[config.mk]
export PLATFORM = sky130hd
export DESIGN_NAME = vga_write_arbiter
export DESIGN_NICKNAME = d
export VERILOG_FILES = /design/src/rtl/vga_write_arbiter.sv
export SDC_FILE = /design/constraint.sdc
export NUM_CORES = 1
export LEC_CHECK = 0
export ABC_CLOCK_PERIOD_IN_PS = 1900
export CAP_MARGIN = 0
export CORE_ASPECT_RATIO = 1.4
export CORE_UTILIZATION = 35
export CTS_CLUSTER_DIAMETER = 80
export CTS_CLUSTER_SIZE = 20
export DETAILED_ROUTE_END_ITERATION = 8
export GPL_TIMING_DRIVEN = 1
export PLACE_DENSITY = 0.8
export SYNTH_ARGS = -nofsm -noshare
export SYNTH_HDL_FRONTEND = slang
export SYNTH_SLANG_ARGS = --single-unit
[constraint.sdc]
create_clock -name clk -period 1.9 [get_ports clk]
set_input_delay 0.19 -clock clk [delete_from_list [all_inputs] [get_ports clk]]
set_output_delay 0.19 -clock clk [all_outputs]
set_load 0.02 [all_outputs]
[src/rtl/vga_write_arbiter.sv]
// Framebuffer write-port arbiter between the clear and draw engines: whole-operation grant,
// one-cycle start pulse, registered coordinate passthrough. Define RR_ARB_EN for round-robin arbitration.
module vga_write_arbiter #(
    parameter int H_RES = 640,
    parameter int V_RES = 480,
    parameter int XW    = 11,
    parameter int YW    = 11
) (
    input  logic          clk,
    input  logic          reset_n,
    input  logic          clr_req,
    input  logic          clr_done,
    input  logic [XW-1:0] clr_x,
    input  logic [YW-1:0] clr_y,
    output logic          clr_grant,
    output logic          clr_start,
    input  logic          drw_req,
    input  logic          drw_done,
    input  logic [XW-1:0] drw_x,
    input  logic [YW-1:0] drw_y,
    input  logic          drw_color,
    output logic          drw_grant,
    output logic          drw_start,
    output logic [XW-1:0] fb_x,
    output logic [YW-1:0] fb_y,
    output logic          fb_color,
    output logic          fb_we,
    output logic          busy
);

    typedef enum logic [1:0] {S_IDLE, S_START, S_OWN, S_RELEASE} state_t;

    localparam logic [XW-1:0] X_LIM = XW'(H_RES);
    localparam logic [YW-1:0] Y_LIM = YW'(V_RES);

    state_t        r_state;
    state_t        w_next;
    logic          r_owner;      // 1 = draw engine; doubles as last owner
    logic          w_win_drw;
    logic          w_any_req;
    logic          w_own_done;
    logic [XW-1:0] w_x;
    logic [YW-1:0] w_y;
    logic          w_color;
    logic          w_we;
    logic [XW-1:0] r_fb_x;
    logic [YW-1:0] r_fb_y;
    logic          r_fb_color;
    logic          r_fb_we;

    assign w_any_req  = clr_req | drw_req;
    assign w_own_done = r_owner ? drw_done  : clr_done;
    assign w_x        = r_owner ? drw_x     : clr_x;
    assign w_y        = r_owner ? drw_y     : clr_y;
    assign w_color    = r_owner ? drw_color : 1'b0;
    assign w_we       = ~w_own_done & (w_x < X_LIM) & (w_y < Y_LIM);

`ifdef RR_ARB_EN
    // on contention the client that did not own the port last time wins
    assign w_win_drw = drw_req & (~clr_req | ~r_owner);
`else
    assign w_win_drw = drw_req & ~clr_req;
`endif

    always_ff @(posedge clk or negedge reset_n) begin
        if (!reset_n) begin
            r_state <= S_IDLE;
            r_owner <= 1'b1;
        end else begin
            r_state <= w_next;
            if (r_state == S_IDLE && w_any_req)
                r_owner <= w_win_drw;
        end
    end

    always_comb begin
        w_next = r_state;
        case (r_state)
            S_IDLE:    if (w_any_req) w_next = S_START;
            S_START:   w_next = S_OWN;
            S_OWN:     if (w_own_done) w_next = S_RELEASE;
            S_RELEASE: w_next = S_IDLE;
            default:   w_next = S_IDLE;
        endcase
    end

    // grants and starts decode straight from state so reset clears them without a clock
    always_comb begin
        clr_grant = 1'b0;
        drw_grant = 1'b0;
        clr_start = 1'b0;
        drw_start = 1'b0;
        busy      = (r_state != S_IDLE);
        if (r_state == S_START || r_state == S_OWN) begin
            clr_grant = ~r_owner;
            drw_grant = r_owner;
        end
        if (r_state == S_START) begin
            clr_start = ~r_owner;
            drw_start = r_owner;
        end
    end

    always_ff @(posedge clk or negedge reset_n) begin
        if (!reset_n) begin
            r_fb_x     <= '0;
            r_fb_y     <= '0;
            r_fb_color <= 1'b0;
            r_fb_we    <= 1'b0;
        end else if (r_state == S_OWN) begin
            r_fb_x     <= w_x;
            r_fb_y     <= w_y;
            r_fb_color <= w_color;
            r_fb_we    <= w_we;
        end else begin
            r_fb_we    <= 1'b0;
        end
    end

    assign fb_x     = r_fb_x;
    assign fb_y     = r_fb_y;
    assign fb_color = r_fb_color;
    assign fb_we    = r_fb_we;

endmodule

==> reports/summary.json <==
{
  "synth-compound-area-share_pct": 12.3,
  "max_cap_violations": 0,
  "h-tree-depth": 1,
  "dp_hpwl_mm": 2.57,
  "grt_pass1_wl_mm": 4.97,
  "synth_mux_area_share_pct": 17.3,
  "antenna_found_initial": 0,
  "detail_route.iter0.violations": 10,
  "finalHoldWorstSlack_ns": 0.291,
  "worst_ir_drop_vdd_mv": 1.12,
  "power.switching_fraction_pct": 41.2,
  "synth_top_flop_cell": "dfrtp_1",
  "postPlaceCellArea_mm2": 0.00218,
  "maximum_number_of_pins_on_one_net_before_global_route_repair": 34,
  "io_buffer_count": 79,
  "total_setup_violations_reported_at_the_end_of_the_flow": 0,
  "synth_simple_gate_area_share_pct": 12.2,
  "layout_min_cycle_time_ns": 1.72,
  "dieHeight_um": 75.8,
  "via_per_inst": 4.78,
  "synth_unique_cells": 25,
  "post-route-util_pct": 60.8,
  "hold_class": "in -> async",
  "number_of_enable_flip_flop_cells_after_synthesis": 0,
  "syn-instance-count": 134,
  "critical_path.max_fanout": 3,
  "end_kind": "primary output",
  "slew-limit-headroom_pct": 76.7,
  "synth_nets": 188,
  "yosys-top-cells-count": "a21oi_1 (26), dfrtp_1 (26), nor2_1 (23)",
  "synth_xor_xnor_area_share_pct": 0,
  "drc": 0,
  "setup_total_negative_slack_ns": 0,
  "worstSetupPathType": "reg -> out",
  "status": "complete, no violations",
  "power_switching_mw": 1.41,
  "drt_pass1_iterations": 4,
  "synth_top_area_cell": "dfrtp_1",
  "routed_wirelength_mm": 3.29,
  "max_slew.worst_pin.slew_ns": 0.349,
  "tritoncts": "yes",
  "syn_area_per_cell_um2": 10.2,
  "asyncSetResetFlopFracSynth_pct": 100,
  "internal_power_mw": 2.02,
  "clock-skew-final_ns": 0.00568,
  "power.static_leakage_nw": 1.00,
  "area_growth_syn_to_layout_pct": 64.0,
  "power-per-cell-area_mw_per_mm2": 1530,
  "cts_made_buffers": 3,
  "combinational_family_with_the_most_area_after_synthesis": "multiplexers",
  "pwr-share-comb_pct": 60.8,
  "grt_setup_unrepaired": "false",
  "clk_tree_root_cell": "clkbuf_8",
  "cp_data_arrival_time_ns": 1.53,
  "fp-row-count": 26,
  "core_mm2": 0.00368,
  "max_clock_freq_mhz": 580,
  "synth.yosys.seq_area_share_pct": 49.7,
  "chipWidth_um": 54.7,
  "ys_warn_count": 0,
  "layout_worst_path_cycle_share_pct": 90.7,
  "synth.area.top_cells": "dfrtp_1 (48%), mux2i_1 (16%), a21oi_1 (9.6%)",
  "layout.cell_area.non_filler_mm2": 0.00223,
  "share_clk_of_total_power_pct": 9.4,
  "kind_of_start_point_of_the_critical_path": "flop",
  "io_pins": 80,
  "wl_per_cell_um": 12.9,
  "filler_cell_count": 333,
  "place_congestion": 0.719,
  "antenna_cells_inserted": 0,
  "initial_cell_density_of_the_core_pct": 37.1,
  "cell_area_after_technology_mapping_mm2": 0.00136,
  "cts_hold_buf": 0,
  "postSynthRegisterBits": 27,
  "post_synth_fa_ha_maj_area_fraction_pct": 2.75,
  "grt_pass1_vias": 1124,
  "synth_top_area_share_pct": 47.8,
  "critPathRequiredTime_ns": 1.71,
  "gr-usage-all-layers_pct": 16.7,
  "clock_latency_ns": 0.27,
  "numClockSinks": 27,
  "timing.final.hold_violations": 0,
  "globalRouteOverflowTotal": 0,
  "floorplan.die_area_mm2": 0.00415,
  "ant_nets": 0,
  "clock_tree.buffer_depth": 2,
  "final_layout_size_suffix_gt1_share_pct": 5.63,
  "num_vias": 1218,
  "power_share_of_the_sequential_group_pct": 29.8,
  "num-nets-final": 268,
  "clk_transition_reported_paths_ns": 0.10,
  "final_max_slew_viol_count": 0
}
-- placed cells by master, fill, tap and decap left out, types with 2 or more instances in the layout --
cell type        netlist  layout
a21oi_1               26      26
and2_1                 3       3
buf_4                  1       5
clkbuf_8               0       3
clkdlybuf4s50_1        0      74
dfrtp_1               26      26
dlygate4sd2_1          0       2
dlymetal6s2s_1         0       3
ha_1                   3       3
inv_1                  5       5
mux2i_1               22      22
nand4_1                2       2
nor2_1                23      23
nor2b_1                2       2
o21ai_0                4       4
-- power by group through the flow --
stage,registers [mW],clock network (mW),logic (mW)
CTS,1.02,0.337,2.12
floorplan,1.30,0,1.02
finish,1.02,0.324,2.08
global route,1.06,0.356,2.28
global placement,1.02,0,2.11
detailed placement,1.03,0,2.15
-- sequential cells by signal, indices dropped and copies added, names as in the netlist --
name / count
fb_color: 1
fb_we: 1
fb_x: 11
fb_y: 11
r_owner: 1
r_state: 2
-- routing by layer --
metal  wire (um)  GRT usage, %  vias to the layer above
met5           0             0                        -
met4          23          5.13                        0
met3         211          2.99                        2
met2        1640          28.1                       43
met1        1420          21.2                      546
li1            -             -                      627
-- cell families (layout without fill, tap and decap cells) --
logic type	count (synthesis)	after routing
mux	23	23
fa+ha+maj	3	3
flops	27	27
simple gates	35	35
buf+inv	14	93
compound gates	32	32
-- per-stage QoR --
step / std cells / worst slack (ns) / power, mW
CTS: 255 / 0.0338 / 3.48
global placement: 251 / 0.276 / 3.13
finish: 255 / 0.176 / 3.43
detailed placement: 251 / 0.219 / 3.17
floorplan: 134 / 0.390 / 2.32
global route: 255 / 0.0695 / 3.69
-- path summary, 6_finish.rpt --
path | cells after the start | end | start | slack, ns
min in group clk | 2 | r_owner | clr_req | 0.48
hold reg to reg | 2 | fb_x[1] | fb_x[1] | 0.53
max in group asynchronous | 2 | r_owner | reset_n | 1.31
setup / recovery | 4 | drw_grant | r_state[0] | 0.18
hold / removal | 2 | fb_color | reset_n | 0.29
setup reg to reg | 5 | r_state[1] | r_state[0] | 0.38
-- layout make-up --
| cell class | count | area, um^2 | area share (%) |
|---|---|---|---|
| timing repair buffer | 84 | 833 | 37.3 |
| multi-input combinational | 93 | 607 | 27.2 |
| clock buffer | 3 | 41.3 | 1.85 |
| sequential | 27 | 677 | 30.3 |
| inverter | 5 | 18.8 | 0.840 |
| tap | 42 | 52.6 | 2.35 |
| clock inverter | 1 | 5.00 | 0.224 |
-- what timing repair did --
item | 4_1_cts | 5_1_grt
setup buffers | 0 | 0
resized for setup | 2 | 3
endpoints found under the setup margin | 2 | 3
-- worst max-delay path, stage by stage (launching register included) --
cell           delay [ns]
dfrtp_1              0.39
inv_1                0.08
ha_1                 0.32
and2_1               0.16
dlygate4sd2_1        0.31
(Power assumes the default switching activity.)
